<file path="config.mk">
export PLATFORM = sky130hd
export DESIGN_NAME = inst_fetch_unit
export DESIGN_NICKNAME = d
export VERILOG_FILES = /design/src/rtl/inst_fetch_unit.sv
export SDC_FILE = /design/constraint.sdc
export NUM_CORES = 1
export LEC_CHECK = 0
export BUFFER_PORTS_ARGS = -buffer_cell sky130_fd_sc_hd__buf_2
export CORE_MARGIN = 4
export CORE_UTILIZATION = 55
export CTS_BUF_LIST = sky130_fd_sc_hd__clkbuf_8
export DETAILED_ROUTE_END_ITERATION = 12
export GPL_TIMING_DRIVEN = 0
export PLACE_DENSITY = 0.76
export SLEW_MARGIN = 20
export SYNTH_ARGS = -nofsm -noshare
export SYNTH_HDL_FRONTEND = slang
export SYNTH_SLANG_ARGS = --single-unit
</file>
<file path="constraint.sdc">
create_clock -name clk -period 25.6 [get_ports clk]
set_input_delay 1.28 -clock clk [delete_from_list [all_inputs] [get_ports clk]]
set_output_delay 1.28 -clock clk [all_outputs]
set_load 0.02 [all_outputs]
</file>
<file path="src/rtl/inst_fetch_unit.sv">
// Instruction fetch front end: accepts PCs, runs a single-outstanding imem request/grant/response, buffers {pc, instr} for decode.
// Aligned fetch reaches decode 3 cycles after accept, misaligned in 1; pc_ready drops while a fetch is in flight or the buffer is full.
module inst_fetch_unit #(
  parameter int          FIFO_DEPTH = 4,
  parameter logic [31:0] NOP_INSTR  = 32'h00000013
) (
  input  logic        clk,
  input  logic        rst,
  input  logic [31:0] pc,
  input  logic        pc_valid,
  output logic        pc_ready,
  input  logic        flush,
  output logic        imem_req,
  output logic [31:0] imem_addr,
  input  logic        imem_gnt,
  input  logic        imem_rvalid,
  input  logic [31:0] imem_rdata,
  output logic        if_valid,
  input  logic        if_ready,
  output logic [31:0] if_pc,
  output logic [31:0] if_instr,
  output logic        if_misalign,
  output logic        busy
);

  localparam int PW = $clog2(FIFO_DEPTH);
  localparam int CW = PW + 1;

  typedef enum logic [1:0] {IDLE, REQ, WAIT, DROP} state_e;

  state_e          state_q, state_d;
  logic [31:0]     addr_q, addr_d;
  logic            req_q, req_d;
  logic [PW-1:0]   wr_ptr_q, wr_ptr_d, rd_ptr_q, rd_ptr_d;
  logic [CW-1:0]   count_q, count_d;
  logic [31:0]     pc_mem_q    [FIFO_DEPTH];
  logic [31:0]     instr_mem_q [FIFO_DEPTH];
  logic            mis_mem_q   [FIFO_DEPTH];

  logic            accept, pop, push, push_mis;
  logic [31:0]     push_pc, push_instr;

  // Only IDLE may accept, so a free slot is always reserved for the fetch in flight.
  assign pc_ready = (state_q == IDLE) && (count_q < CW'(FIFO_DEPTH)) && !flush;
  assign accept   = pc_valid && pc_ready;
  assign pop      = (count_q != '0) && if_ready;

  always_comb begin
    state_d    = state_q;
    addr_d     = addr_q;
    push       = 1'b0;
    push_pc    = addr_q;
    push_instr = imem_rdata;
    push_mis   = 1'b0;
    case (state_q)
      IDLE: begin
        if (accept) begin
          if (pc[1:0] != 2'b00) begin
            push       = 1'b1;
            push_pc    = pc;
            push_instr = NOP_INSTR;
            push_mis   = 1'b1;
          end else begin
            addr_d  = pc;
            state_d = REQ;
          end
        end
      end
      REQ: begin
        if (flush)         state_d = imem_gnt ? DROP : IDLE;
        else if (imem_gnt) state_d = WAIT;
      end
      WAIT: begin
        if (imem_rvalid) begin
          state_d = IDLE;
          push    = !flush;
        end else if (flush) begin
          state_d = DROP;
        end
      end
      DROP: begin
        if (imem_rvalid) state_d = IDLE;
      end
      default: state_d = IDLE;
    endcase
    req_d = (state_d == REQ);
  end

  always_comb begin
    wr_ptr_d = wr_ptr_q;
    rd_ptr_d = rd_ptr_q;
    count_d  = count_q;
    if (flush) begin
      wr_ptr_d = '0;
      rd_ptr_d = '0;
      count_d  = '0;
    end else begin
      if (push) wr_ptr_d = wr_ptr_q + PW'(1);
      if (pop)  rd_ptr_d = rd_ptr_q + PW'(1);
      if (push && !pop)      count_d = count_q + CW'(1);
      else if (!push && pop) count_d = count_q - CW'(1);
    end
  end

  always_ff @(posedge clk or posedge rst) begin
    if (rst) begin
      state_q  <= IDLE;
      addr_q   <= '0;
      req_q    <= 1'b0;
      wr_ptr_q <= '0;
      rd_ptr_q <= '0;
      count_q  <= '0;
      for (int i = 0; i < FIFO_DEPTH; i++) begin
        pc_mem_q[i]    <= '0;
        instr_mem_q[i] <= '0;
        mis_mem_q[i]   <= 1'b0;
      end
    end else begin
      state_q  <= state_d;
      addr_q   <= addr_d;
      req_q    <= req_d;
      wr_ptr_q <= wr_ptr_d;
      rd_ptr_q <= rd_ptr_d;
      count_q  <= count_d;
      if (push) begin
        pc_mem_q[wr_ptr_q]    <= push_pc;
        instr_mem_q[wr_ptr_q] <= push_instr;
        mis_mem_q[wr_ptr_q]   <= push_mis;
      end
    end
  end

  assign imem_req    = req_q;
  assign imem_addr   = addr_q;
  assign if_valid    = (count_q != '0);
  assign if_pc       = pc_mem_q[rd_ptr_q];
  assign if_instr    = instr_mem_q[rd_ptr_q];
  assign if_misalign = mis_mem_q[rd_ptr_q];
  assign busy        = (state_q != IDLE) || (count_q != '0);

endmodule

</file>
==> key figures <==
Status
  – Status: complete, no violations

Cells and area
  – # nets final: 1312
  – Layout cells sized above 1: 39.9%
  – Non-filler instance count after layout: 1597
  – Area Growth Syn to Fin: 17.8%
  – Antenna Cells: 0
  – Fill count: 1822
  – Cell area after layout: 16000 um2
  – Util after Layout: 65.8%

Critical path
  – R2r startpoint: state_q[0]$_DFF_PP0_
  – R2R cell count: 10
  – Data required time at the worst endpoint: 24.32 ns
  – Capturing point of the worst reg2reg path: count_q[1]$_DFFE_PP0P_
  – Worst setup EP type: primary output
  – Reg-to-reg setup timing slack: 22.52 ns
  – Crit path DAT: 2.92 ns
  – CP Class: reg -> out
  – Worst setup SP type: flip-flop
  – Worst Path Buf+Inv: 4
  – Critical path, cell by cell: clkbuf_1 > clkbuf_1 > clkbuf_1 > mux4_2 > buf_2
  – Top delay family on crit path: buffers and inverters
  – Most used cell, CP: clkbuf_1
  – Worst path max stage delay: 0.68 ns
  – Critical Path Fanout Max: 10
  – Critical path's slowest cell: clkbuf_1

CTS
  – CTS tree: built
  – Root Buffer: clkbuf_8
  – Clock Latency Late Sink: 0.55 ns
  – Reg clk slew, reported paths: 0.06 ns
  – CTS Hold Bufs: 0
  – PostCTS Resize Cnt: 0
  – H-tree Lvls: 2
  – CTS Buffer Depth: 3
  – Postcts setup bufs: 0
  – Num Clock Sinks: 302
  – Cts bufs inserted: 50

Logic synthesis
  – Avg Inst Size Synth: 13.5 um2
  – Ys async rst share: 100%
  – Yosys reg bits: 302
  – Post-synthesis sequential area ratio: 55.6%
  – Syn_nets: 1086
  – Top_reg_cell synth: dfrtp_1
  – Mapped cell area: 13600 um2
  – Number of synthesized flops with an enable pin: 0
  – Distinct cell type count after synthesis: 38
  – Synth Instances: 1010
  – Yosys warning count: 0

Worst hold path
  – Hold path startpoint: instr_mem_q[10]$_DFFE_PP0P_
  – Hold Path Class: reg -> reg
  – WHS Endpoint: instr_mem_q[10]$_DFFE_PP0P_
  – Worst Hold Depth: 1

STA
  – Slew @ Worst Pin: 1.00 ns
  – Worst slew margin: 33.2%
  – Final hold violations: 0
  – Worst Skew: 0.0224 ns
  – Post-route minimum period: 4.20 ns
  – Setup TNS: 0 ns
  – Fmax: 238 MHz
  – # setup viols final: 0
  – RSZ-0062 raised after global routing: false
  – Final Slew Violations: 0
  – Fin crit share: 16.4%

Power
  – Static Leak: 7.29 nW
  – Pwr Total: 2.06 mW
  – Pwr dens: 129 nW/um2
  – Max VDD drop: 0.0000790 V

Route
  – Initial DRC count: 863
  – Via/cell ratio: 5.90
  – Residual DRC count: 0
  – DRT antenna net count: 0
  – Wire per inst: 21.4 um
  – Vias: 9430
  – Wirelength, routed: 34200 um
  – TritonRoute pass-1 iters: 5

Global route
  – Largest net degree at the start of global routing: 106
  – First-pass GRT wire length: 54600 um
  – GRT Util Overall: 25.6%
  – Gr ovfl total: 0
  – Initial antenna violation count: 0
  – Number of global-route vias before repair: 10000

Placed design
  – DP Area: 14900 um2
  – DPL Wire Length: 22500 um
  – Gpl congestion: 0.836
  – I/O Buffers: 171
  – Placed insts: 1508

Flow run
  – Max-cap viol count: 0

Floorplanning
  – Die Area: 27300 um2
  – Cell Rows: 57
  – Die Ht: 165 um
  – Die Wd: 165 um
  – Core area: 24300 um2
  – I/O pins: 172
  – Initial core utilization: 55.9%
-- metal layers --
layer | routed length, um | GRT usage, %
met3 | 2540 | 4.94
met5 | 0 | 0
met4 | 830 | 8.13
met1 | 14000 | 35.0
met2 | 16900 | 41.8
-- logic make-up (layout without fill, tap and decap cells) --
| group | after synthesis | count (layout) | share of synthesized area (%) |
|---|---|---|---|
| AOI/OAI and AO/OA | 279 | 279 | 10.6 |
| muxes | 255 | 255 | 26.2 |
| DFF | 302 | 302 | 55.6 |
| adders and majority gates | 5 | 5 | 0.516 |
| buffers and inverters | 92 | 355 | 3.68 |
| xor gates and xnor gates | 4 | 4 | 0.359 |
| and+or+nand+nor | 73 | 73 | 3.01 |
-- flip-flops by register name (all words and copies together), names as in the netlist, 2 cells and up --
name and cells:
rd_ptr_q 2, wr_ptr_q 2, state_q 2, instr_mem_q 128, pc_mem_q 128, mis_mem_q 4
imem_addr 32, count_q 3
-- final cells by class --
class                           instances  area [um2]  share of cell area, %
Buffer                                 86         478                   2.99
Clock buffer                           69         950                   5.93
Clock inverter                         20         113                  0.704
Inverter                                6        30.0                  0.188
Multi-Input combinational cell        616        5530                   34.6
Sequential cell                       302        7560                   47.2
Tap cell                              324         405                   2.53
Timing Repair Buffer                  174         938                   5.86
-- synth_stat cells (2+ instances only) --
| library cell | instances | area share (%) |
|---|---|---|
| dfrtp_1 | 302 | 56 |
| a21oi_1 | 264 | 9.7 |
| mux2_2 | 143 | 12 |
| mux4_2 | 65 | 11 |
| clkbuf_1 | 33 | 0.91 |
| mux2i_1 | 32 | 2.4 |
| nor2b_1 | 30 | 1.4 |
| buf_4 | 21 | 1.2 |
| buf_2 | 19 | 0.70 |
| mux2_1 | 15 | 1.2 |
| nor2_1 | 10 | 0.28 |
| nand2_1 | 9 | 0.25 |
| and2_1 | 8 | 0.37 |
| buf_6 | 7 | 0.58 |
| buf_1 | 6 | 0.17 |
| inv_1 | 6 | 0.17 |
| nand2b_1 | 5 | 0.23 |
| ha_1 | 4 | 0.37 |
| nor3_1 | 4 | 0.15 |
| o21ai_0 | 4 | 0.15 |
| nand3_1 | 2 | 0.074 |
| o311ai_0 | 2 | 0.13 |
| o31ai_1 | 2 | 0.11 |
| or3_1 | 2 | 0.092 |
| xnor2_1 | 2 | 0.13 |
-- report_power, final --
part	internal, mW	total (mW)	switching [mW]
registers	0.672	0.779	0.107
clock network	0.249	0.437	0.189
logic	0.365	0.847	0.482
-- cell usage in the layout (no fill, tap or decap), types with 17 or more instances in the layout --
cell type and count:
a21oi_1 264, buf_2 190, buf_4 21, clkbuf_1 33, clkbuf_8 69, dfrtp_1 302, inv_1 17, mux2_2 143
mux2i_1 32, mux4_2 65, nor2b_1 30
-- worst max-delay path by stage --
| stage | start | endpoint | slack [ns] | depth (start not counted) |
|---|---|---|---|---|
| floorplan | rst | count_q[0]$_DFFE_PP0P_ | 15.97 | 1 |
| global route | rd_ptr_q[0]$_DFFE_PP0P_ | if_instr[15] | 21.14 | 5 |
| detailed placement | flush | count_q[1]$_DFFE_PP0P_ | 21.54 | 11 |
| CTS | rd_ptr_q[0]$_DFFE_PP0P_ | if_instr[15] | 21.29 | 5 |
| finish | rd_ptr_q[0]$_DFFE_PP0P_ | if_instr[15] | 21.40 | 5 |
| global placement | rst | imem_addr[28]$_DFFE_PP0P_ | 12.73 | 2 |
-- through the flow --
step / hold slack [ns] / worst slack (ns)
after floorplan: 0.452 / 15.97
after global placement: 0.462 / 12.73
after detailed placement: 0.473 / 21.54
after CTS: 0.486 / 21.29
after global routing: 0.506 / 21.14
final: 0.483 / 21.40
-- worst reg2reg max path: stages (launching register included) --
cell and delay [ns]:
dfrtp_1 0.44, or4_1 0.50, buf_2 0.17, o21ai_4 0.32, buf_2 0.27, buf_2 0.26
and2_1 0.18, fa_1 0.43, nor3_1 0.19, mux2i_1 0.09, o311ai_0 0.12
No activity file was read; power rests on OpenSTA's default activity.
